==> config.mk <==
export PLATFORM = sky130hd
export DESIGN_NAME = usb_host_line_receiver
export DESIGN_NICKNAME = d
export VERILOG_FILES = /design/src/rtl/usb_host_line_receiver.sv
export SDC_FILE = /design/constraint.sdc
export NUM_CORES = 1
export LEC_CHECK = 0
export CAP_MARGIN = 10
export CORE_MARGIN = 1.5
export CORE_UTILIZATION = 30
export DETAILED_ROUTE_END_ITERATION = 6
export GPL_TIMING_DRIVEN = 0
export PLACE_DENSITY_LB_ADDON = 0.1
export SYNTH_ARGS = -nofsm -noshare
export SYNTH_HDL_FRONTEND = slang
export SYNTH_SLANG_ARGS = --single-unit
==> constraint.sdc <==
create_clock -name clock -period 4.7 [get_ports clock]
set_input_delay 0.705 -clock clock [delete_from_list [all_inputs] [get_ports clock]]
set_output_delay 0.705 -clock clock [all_outputs]
set_load 0.02 [all_outputs]
==> src/rtl/usb_host_line_receiver.sv <==
// usb_host_line_receiver: NRZI decode, SYNC detect, bit unstuffing and EOP check on the host receive path
module usb_host_line_receiver #(
  parameter int MIN_SYNC_ZEROS = 5,
  parameter int MAX_SE0_BITS = 2
) (
  input  logic       clock,
  input  logic       reset,
  input  logic [1:0] J_state,
  input  logic [1:0] K_state,
  input  logic [1:0] usb_signals_in,
  input  logic       rx_enable,
  input  logic       bit_strobe,
  output logic       serial_data_out,
  output logic       serial_data_out_val,
  output logic       rx_active,
  output logic       rx_done,
  output logic       rx_error
);
  typedef enum logic [2:0] {IDLE, SYNC, DATA, EOP, ERROR} state_t;
  localparam int SW = $clog2(MAX_SE0_BITS + 2);
  localparam logic [2:0] MIN_Z = 3'(MIN_SYNC_ZEROS);
  localparam logic [SW-1:0] MAX_S = SW'(MAX_SE0_BITS);
  state_t state;
  logic [1:0] prev_line;
  logic [2:0] zero_cnt;
  logic [2:0] ones_cnt;
  logic [2:0] bit_cnt;
  logic [SW-1:0] se0_cnt;
  logic is_j;
  logic is_k;
  logic is_se0;
  logic jk;
  logic dec;
  logic fail;
  always_comb begin
    is_j = usb_signals_in == J_state;
    is_k = usb_signals_in == K_state;
    is_se0 = usb_signals_in == 2'b00;
    jk = is_j | is_k;
    dec = usb_signals_in == prev_line;
    fail = bit_strobe && (
      (state == SYNC && (!jk || (dec && zero_cnt < MIN_Z))) ||
      (state == DATA && ((!jk && !is_se0) || (jk && dec && ones_cnt == 3'd6))) ||
      (state == EOP && (is_k || (!jk && !is_se0) || (is_j && bit_cnt != 3'd0) ||
                        (is_se0 && se0_cnt >= MAX_S))));
  end
  always_ff @(posedge clock) begin
    if (reset || !rx_enable) begin
      state <= IDLE;
      prev_line <= J_state;
      zero_cnt <= 3'd0;
      ones_cnt <= 3'd0;
      bit_cnt <= 3'd0;
      se0_cnt <= '0;
      serial_data_out <= 1'b0;
      serial_data_out_val <= 1'b0;
      rx_active <= 1'b0;
      rx_done <= 1'b0;
      rx_error <= 1'b0;
    end else begin
      serial_data_out_val <= 1'b0;
      rx_done <= 1'b0;
      rx_error <= 1'b0;
      if (bit_strobe && jk) prev_line <= usb_signals_in;
      if (fail) begin
        state <= ERROR;
        rx_active <= 1'b0;
        rx_error <= 1'b1;
        se0_cnt <= '0;
      end else if (bit_strobe) begin
        case (state)
          IDLE: if (is_k) begin
            state <= SYNC;
            zero_cnt <= 3'd1;
          end
          SYNC: if (!dec) zero_cnt <= (zero_cnt == 3'd7) ? zero_cnt : zero_cnt + 3'd1;
          else begin
            state <= DATA;
            ones_cnt <= 3'd1;
            bit_cnt <= 3'd0;
            rx_active <= 1'b1;
          end
          DATA: if (is_se0) begin
            state <= EOP;
            se0_cnt <= SW'(1);
          end else if (ones_cnt == 3'd6) ones_cnt <= 3'd0;
          else begin
            serial_data_out <= dec;
            serial_data_out_val <= 1'b1;
            bit_cnt <= bit_cnt + 3'd1;
            ones_cnt <= dec ? ones_cnt + 3'd1 : 3'd0;
          end
          EOP: if (is_se0) se0_cnt <= se0_cnt + SW'(1);
          else begin
            state <= IDLE;
            rx_active <= 1'b0;
            rx_done <= 1'b1;
            se0_cnt <= '0;
          end
          default: if (is_se0) se0_cnt <= SW'(1);
          else if (is_j && se0_cnt != '0) begin
            state <= IDLE;
            se0_cnt <= '0;
          end else se0_cnt <= '0;
        endcase
      end
    end
  end
endmodule

# Yosys cells after proc, flatten, opt, wreduce, memory -nomap -nowiden
# Index checks and enable logic that the tools add are counted.
[word_totals]
regBits = 21
in_bits = 10
out_inout_bits = 5
[op_classes]
add_sub_neg = 4
order_cmp = 2
n_eq_ne = 22
mux = 33
bitwise_logic = 8
n_reduce_logical = 46
[op_table]
columns = ["operator", "n"]
rows = [
  ["2-to-1 mux 3 bit", 17],
  ["one-hot mux 3 bit (2 select lines)", 3],
  ["inequality test 2 bit, second input constant", 8],
  ["AND reduction 7 bit", 2],
  ["logical AND 1 bit", 12],
  ["inequality test 3 bit, second input constant", 4],
  ["one-hot mux 3 bit (4 select lines)", 1],
  ["AND reduction 6 bit", 2],
  ["nonzero test 2 bit", 6],
  ["AND reduction 5 bit", 2],
  ["adder 3 x 1 -> 3 bit, second input constant", 3],
  ["logical OR 1 bit", 8],
  ["2-to-1 mux 2 bit", 4],
  ["NOT 1 bit", 7],
  ["equality test 2 bit", 3],
  ["equality test 3 x 2 -> 1 bit, second input constant", 2],
  ["equality test 3 bit, second input constant", 2],
  ["2-to-1 mux 1 bit", 6],
  ["one-hot mux 2 bit (3 select lines)", 1],
  ["nonzero test 6 bit", 1],
  ["inequality test 5 x 1 -> 1 bit, second input constant", 1],
  ["nonzero test 5 bit", 1],
  ["OR reduction 5 bit", 1],
  ["inequality test 4 x 1 -> 1 bit, second input constant", 1],
  ["other kinds (14)", 17],
]

# Longest topological paths before layout
# Gate-level depths: netlist of the first run.
[depth]
ltp_word = 12
mapped_depth = 7

# Worst setup path after synthesis of the first run
# Ideal clock, no wire load.
[synth_path]
path_type = "input -> register"
from = "in usb_signals_in[1]"
to = "reg se0_cnt[1]"
setup_ns = 0.131
arrival_time_ns = 2.080
required_time_ns = 4.569
path_slack_ns = 2.489
path_stages = 7
path_cell_list = "buf_6 -> xnor2_1 -> a22oi_4 -> o41ai_2 -> buf_6 -> o31a_4 -> nor3_1"
[synth_between]
elab_chain_len = 11
word_cells_on_any_way = 29
[synth_lines]
columns = ["item", "line", "source"]
rows = [
  ["start, declared", "10", "input logic [1:0] usb_signals_in,"],
  ["equality test 2 bit (on tied branches)", "36, 37", ""],
  ["OR 1 bit", "39", "jk = is_j | is_k;"],
  ["logical NOT 1 bit", "42, 43, 44", ""],
  ["logical AND 1 bit", "43, 44", ""],
  ["logical OR 1 bit (3 in a row)", "44", "(state == EOP && (is_k || (!jk && !is_se0) || (is_j && bit_cnt != 3'd0) ||"],
  ["logical AND 1 bit", "44", ""],
  ["logical OR 1 bit", "43", "(state == DATA && ((!jk && !is_se0) || (jk && dec && ones_cnt == 3'd6))) ||"],
  ["logical AND 1 bit", "41", "fail = bit_strobe && ("],
  ["OR reduction 2 bit (no line)", "-", ""],
  ["end signal, assigned", "93", "EOP: if (is_se0) se0_cnt <= se0_cnt + SW'(1);"],
  ["end, declared", "28", "logic [SW-1:0] se0_cnt;"],
]
# Several ways; a longest one is shown, not always the timed one.
# A chain may end at the register's enable or synchronous reset.

# Worst setup path in the final report of the first run
[layout_path]
from = "in usb_signals_in[1]"
to = "reg state[0]"
[layout_between]
elab_chain_len = 11
word_cells_on_any_way = 33
[layout_lines]
columns = ["item", "line", "source"]
rows = [
  ["equality test 2 bit (on tied branches)", "36, 37", ""],
  ["OR 1 bit", "39", ""],
  ["logical NOT 1 bit", "42, 43, 44", ""],
  ["logical AND 1 bit", "43, 44", ""],
  ["logical OR 1 bit (3 in a row)", "44", ""],
  ["logical AND 1 bit", "44", ""],
  ["logical OR 1 bit", "43", ""],
  ["logical AND 1 bit", "41", ""],
  ["OR reduction 2 bit (no line)", "-", ""],
  ["end signal, assigned", "49", "state <= IDLE;"],
  ["end signal, assigned", "66", "state <= ERROR;"],
  ["end signal, assigned", "73", "state <= SYNC;"],
  ["end, declared", "23", "state_t state;"],
]
# Several ways; a longest one is shown, not always the timed one.

==> impl_metrics.csv, run 1 <==
group,metric,value,unit
run_status,status,"complete, no violations",
clocking,clkSlewWorstSetupHoldPaths,0.08,ns
power,p_per_area,215,nW/um^2
run,drv_cap,0,
setup_path,worst_path_max_delay_cell,"xnor2_1",
synth,ys.flop_type,"dfxtp_1",
cells_and_area,drive_gt1_share,12.4,%
cells_and_area,multi_input_comb_area,987,sq um
global_routing,grt-ovfl-total,0,
timing,worst_slew_pin_slew,0.825,ns
cells_and_area,seq_area,440,sq um
drt,routed_wl,3920,um
timing,skew,0.00628,ns
power,vdd.ir_drop.worst,85.8,uV
synth,synth_xor_area_share,6.74,%
timing,finalCritPeriodShare,62.9,%
cells_and_area,areaGrowthSynthToFinish,17.1,%
power,clkPwrFrac,31.9,%
setup_path,critical_path_buf_inv_count,2,
clocking,cts_tree,"done",
timing,fin_crit,2.95,ns
timing,report.final.hold_viol_count,0,
synth,synthArstFlopShare,0,%
synth,synth.area.mux_share,1.40,%
power,p_seq_share,48.3,%
drt,drt_iter0_markers,59,
setup_path,max_stage_delay,0.69,ns
synth,yosys.area_share.simple,22.3,%
placement,placed_cell_area,1740,sq um
timing,setup_viol,0,
power,switchingPower,0.000112,W
clocking,cts_hold_buf,0,
clocking,cts_buffer_depth,2,
power,p_sw_share,29.3,%
clocking,cts_resized,0,
floorplan,fp.dieW,74.2,um
timing,fmax,338,MHz
synth,synth_top_family_by_area,"compound AO/OA/AOI/OAI gates",
clocking,cts_root_buf,"clkbuf_8",
clocking,cts_setup_buffers,0,
synth,ys_top_cells_by_count,"19 x dfxtp_1, 18 x nand2_1, 11 x a21oi_1, 11 x o21ai_0",
floorplan,rows,25,
synth,synth.top_cell.area_share,25.0,%
clocking,cts_made_buffers,3,
global_routing,first_global_vias,1347,
placement,pre_cts_slack,1.47,ns
synth,synth-compound-area-share,27.9,%
cells_and_area,fin_area,1780,sq um
synth,yosysMostFrequentCell,"dfxtp_1",
cells_and_area,antenna_cells,0,
placement,dp_hpwl,2990,um
floorplan,ios,15,
synth,syn_area,1520,sq um
synth,synth_nets,194,
min_path,hold_path_class,"flip-flop to flip-flop",
global_routing,grt_pass1_wl,6600,um
min_path,hold_depth,2,
power,intPower,0.000272,W
setup_path,worstPathMaxFanout,10,
synth,synth-seq-cells,21,
synth,ys_warn_count,0,
setup_path,worstSetupPathType,"primary input to flip-flop",
floorplan,core,4820,sq um
floorplan,dieArea,5510,sq um
timing,fin_setup_tns,0,ns
synth,synth_fa_ha_area_share,6.57,%
setup_path,cp-end-kind,"flip-flop",
synth,synth_edf_count,2,
timing,slew_headroom,44.6,%
synth,avgSynthCellArea,8.65,sq um
clocking,clk-insertion-delay-late,0.27,ns
drt,drc,0,
drt,vias,1338,
setup_path,arrival,3.08,ns
synth,synthDistinctLibCells,55,
floorplan,die_y,74.2,um
global_routing,antenna_found_initial,0,
timing,setup_ws,1.75,ns
drt,routedWlPerCell,15.1,um
setup_path,cp.depth,7,
setup_path,crit_chain,"clkdlybuf4s50_1 > xnor2_1 > nand2_1 > o41ai_2 > buf_6 > o31a_4 > a211oi_1",
drt,drtAntennaViolNets,0,
cells_and_area,finalNetCount,212,
placement,port_buffers,13,
global_routing,track_usage,15.8,%
synth,syn_inst,176,
clocking,htreeDepth,1,
setup_path,required,4.82,ns
synth,synth_top_area_cell,"dfxtp_1",
drt,first_pass_iters,4,
timing,hold_ws,0.477,ns
floorplan,initial_utilization,31.6,%
setup_path,crit_path_start_kind,"primary input",
power,comb_power_share,19.7,%
power,p_leak,0.623,nW
timing,slew_viol_final,0,
cells_and_area,fillers,523,
setup_path,r2r_cells,6,
synth,ys_seq_area_share,28.9,%
setup_path,crit_family,"compound AO/OA/AOI/OAI gates",
placement,place_congestion,0.849,
synth,synthTopCellsByArea,"dfxtp_1 25%, ha_1 6.6%, nand2_1 4.4%",
clocking,cts_sinks,21,
drt,viasPerCell,5.15,
global_routing,grt_start_max_net_pins,13,
timing,grt_setup_unrepaired,"no",
==> stage by stage <==
step | cells | total power, W | util, %
floorplan | 176 | 0.000241 | -
global placement | 256 | 0.000265 | 36.1
detailed placement | 256 | 0.000265 | 36.1
CTS | 260 | 0.000388 | 37.0
global route | 260 | 0.000403 | 37.0
finish | 260 | 0.000384 | 37.0
==> worst paths after layout <==
check             slack [ns]                         start                            to
setup reg to reg        2.27        prev_line[1]$_DFFE_PP_         state[0]$_SDFFE_PP0P_
hold / removal          0.48  serial_data_out$_SDFFE_PN0P_  serial_data_out$_SDFFE_PN0P_
setup / recovery        1.75             usb_signals_in[1]         state[0]$_SDFFE_PP0P_
hold reg to reg         0.48  serial_data_out$_SDFFE_PN0P_  serial_data_out$_SDFFE_PN0P_
==> logic make-up after synthesis <==
| family | Yosys count |
|---|---|
| compound gates | 55 |
| xor+xnor | 10 |
| fa+ha+maj | 8 |
| buf+inv | 18 |
| flops | 21 |
| mux | 2 |
| simple gates | 62 |
==> state kept, by name, summed over array words and instances (netlist names) <==
name	cells
ones_cnt	3
se0_cnt	2
serial_data_out_val	1
rx_active	1
zero_cnt	3
prev_line	2
bit_cnt	3
serial_data_out	1
rx_done	1
rx_error	1
state	3
==> power by group through the flow <==
| stage | logic [W] | clock network (W) | registers (W) |
|---|---|---|---|
| 6_report | 0.0000757 | 0.000123 | 0.000186 |
| 3_5_place_dp | 0.0000756 | 0 | 0.000190 |
| 3_3_place_gp | 0.0000752 | 0 | 0.000190 |
| 5_1_grt | 0.0000833 | 0.000134 | 0.000186 |
| 4_1_cts | 0.0000759 | 0.000127 | 0.000186 |
| 2_1_floorplan | 0.0000508 | 0 | 0.000190 |
==> placed cells by master (no fill, tap or decap), types with 3 or more instances in the layout <==
cell type	Yosys	final
dfxtp_1	19	19
nand2_1	18	18
clkdlybuf4s50_1	0	13
o21ai_0	11	11
a21oi_1	11	11
inv_1	8	8
nor3_1	8	8
ha_1	8	8
nor2_1	6	6
nand4_1	5	5
clkbuf_1	4	4
xnor2_1	4	4
nor2b_1	4	4
nand2b_1	4	4
xor2_1	4	4
o21a_1	4	4
nand3_1	4	4
buf_6	3	3
a211oi_1	3	3
o31ai_1	3	3
clkbuf_8	0	3
==> layer usage <==
layer	up-vias	part of all wire, %	global-route usage [%]
li1	686	-	-
met3	4	5.1	1.90
met2	35	44	25.2
met1	613	49	22.0
met4	0	1.2	5.86
met5	-	0	0
==> tightest hold or removal path: cells and delay by family (launching register included) <==
family        cells  cell delay [ns]
flops             1             0.32
simple gates      1             0.05
mux               1             0.06
==> layout make-up <==
cell class	instances	share of cell area, %
inverter	8	1.68
sequential	21	24.7
tap	67	4.70
timing repair buffer	13	7.30
multi-input combinational	137	55.4
clock buffer	3	2.32
clock inverter	1	0.281
buffer	10	3.65
No activity file was read; power rests on OpenSTA's default activity.
==> run 2: changes to the inputs <==
==> constraint.sdc (replaced) <==
create_clock -name clock -period 2.38 [get_ports clock]
set_input_delay 0.357 -clock clock [delete_from_list [all_inputs] [get_ports clock]]
set_output_delay 0.357 -clock clock [all_outputs]
set_load 0.02 [all_outputs]
==> run 2 against run 1 <==
- routed wire length grew 1.5%
- clock power rose by 96%
- via count increased by 0.45%
- critical path depth stayed put
- global-route usage is the same
- critical endpoint is now se0_cnt[0]$_SDFFE_PP0P_
- largest cell class unchanged
- largest power group unchanged
- highest routed layer unchanged
==> impl_metrics.csv, run 2 (synthesis gave the netlist of run 1 again) <==
group,metric,value,unit
global_routing,first_global_vias,1347,
cells_and_area,seq_area,440,sq um
clocking,cts_resized,2,
min_path,hold_depth,2,
clocking,cts_hold_buf,0,
placement,port_buffers,13,
placement,dp_hpwl,2990,um
global_routing,grt-ovfl-total,0,
drt,routed_wl,3980,um
setup_path,r2r_cells,6,
power,power,0.000777,W
clocking,cts_tree,"done",
placement,place_congestion,0.849,
cells_and_area,areaGrowthSynthToFinish,21.5,%
setup_path,crit_chain,"clkdlybuf4s50_1 > xnor2_2 > a22oi_4 > o41ai_4 > buf_6 > o31a_4 > nor4_4",
setup_path,crit_path_start_kind,"primary input",
power,switchingPower,0.000230,W
clocking,clk-insertion-delay-late,0.27,ns
floorplan,rows,25,
power,clkPwrFrac,31.0,%
floorplan,initial_utilization,31.6,%
setup_path,cp-end-kind,"flip-flop",
drt,drt_iter0_markers,86,
global_routing,grt_pass1_wl,6600,um
power,p_seq_share,47.6,%
timing,hold_ws,0.477,ns
timing,finalCritPeriodShare,88.9,%
min_path,hold_path_class,"flip-flop to flip-flop",
timing,slew_viol_final,0,
setup_path,worst_path_max_delay_cell,"clkdlybuf4s50_1",
timing,grt_setup_unrepaired,"no",
setup_path,crit_family,"compound AO/OA/AOI/OAI gates",
global_routing,antenna_found_initial,0,
floorplan,die_y,74.2,um
run,drv_cap,0,
run_status,status,"complete, no violations",
timing,fmax,473,MHz
power,p_sw_share,29.5,%
timing,setup_viol,0,
clocking,cts_setup_buffers,0,
cells_and_area,finalNetCount,212,
power,vdd.ir_drop.worst,169,uV
clocking,clkSlewWorstSetupHoldPaths,0.08,ns
setup_path,required,2.56,ns
power,intPower,0.000548,W
timing,skew,0.00656,ns
drt,drtAntennaViolNets,0,
power,p_per_area,420,nW/um^2
cells_and_area,layout_common_cells,"19 x dfxtp_1, 18 x nand2_1, 11 x o21ai_0, 11 x a21oi_1, 11 x clkdlybuf4s50_1",
cells_and_area,drive_gt1_share,14.5,%
drt,vias,1344,
timing,worst_slew_pin_slew,0.559,ns
timing,fin_crit,2.12,ns
setup_path,arrival,2.30,ns
floorplan,fp.dieW,74.2,um
clocking,cts_sinks,21,
drt,viasPerCell,5.17,
timing,slew_headroom,62.7,%
setup_path,cp.depth,7,
global_routing,track_usage,15.8,%
drt,first_pass_iters,4,
setup_path,max_stage_delay,0.54,ns
timing,report.final.hold_viol_count,0,
cells_and_area,multi_input_comb_area,1050,sq um
clocking,htreeDepth,1,
global_routing,grt_start_max_net_pins,13,
drt,drc,0,
setup_path,critical_path_buf_inv_count,2,
drt,routedWlPerCell,15.3,um
setup_path,worstPathMaxFanout,10,
cells_and_area,antenna_cells,0,
cells_and_area,fillers,515,
clocking,cts_root_buf,"clkbuf_8",
setup_path,worstSetupPathType,"primary input to flip-flop",
floorplan,ios,15,
cells_and_area,layout_commonest_cell,"dfxtp_1",
power,comb_power_share,21.4,%
floorplan,core,4820,sq um
floorplan,dieArea,5510,sq um
clocking,cts_buffer_depth,2,
clocking,cts_made_buffers,3,
power,p_leak,0.686,nW
[run 2: changes by cell type in the layout (fill, tap and decap cells not counted), moves of 2 or more]
cell,previous run,this run
xnor2_4,0,2
xnor2_1,4,1
clkdlybuf4s50_1,13,11
dlymetal6s2s_1,0,2
[run 2: layout make-up]
type                    count  area share [%]
multi-input cells         137            56.7
flip-flops and latches     21            23.8
repair buffers             13            7.30
well taps                  67            4.53
plain buffers              10            3.52
clock buffers               3            2.23
inverters                   8            1.62
clock inverters             1           0.270
[run 2: path summary, 6_finish.rpt]
kind,startpoint,end,slack (ns)
worst min register to register,serial_data_out$_SDFFE_PN0P_,serial_data_out$_SDFFE_PN0P_,0.48
worst max-delay path,J_state[0],se0_cnt[0]$_SDFFE_PP0P_,0.26
worst min-delay path,serial_data_out$_SDFFE_PN0P_,serial_data_out$_SDFFE_PN0P_,0.48
worst max register to register,state[0]$_SDFFE_PP0P_,bit_cnt[1]$_SDFFE_PN0P_,0.27
[run 2: power groups by stage]
stage,Clock [W],Sequential (W),Combinational [W]
finish,0.000241,0.000370,0.000166
global route,0.000264,0.000371,0.000182
CTS,0.000251,0.000369,0.000156
detailed placement,0,0.000375,0.000149
global placement,0,0.000375,0.000149
floorplan,0,0.000375,0.000100
[run 2: metal layers]
metal / global-route usage (%) / part of all wire (%) / vias to the layer above
li1: - / - / 687
met1: 22.0 / 49 / 617
met2: 25.2 / 45 / 34
met3: 1.90 / 4.7 / 6
met4: 5.86 / 1.6 / 0
met5: 0 / 0 / -
[run 2: through the flow]
step	setup TNS [ns]	area (sq um)	instances	utilization, %	setup slack (ns)
4_1_cts	0	1800	260	37.4	0.00202
6_report	0	1850	260	38.4	0.264
5_1_grt	0	1850	260	38.4	0.0465
2_1_floorplan	0	1520	176	-	0.517
3_3_place_gp	-6.24	1740	256	36.1	-0.462
3_5_place_dp	-6.87	1740	256	36.1	-0.504
[run 2: worst min-delay path: cells and delay by family (launching register included)]
family / cells / cell delay [ns]
DFF: 1 / 0.32
muxes: 1 / 0.06
and+or+nand+nor: 1 / 0.05
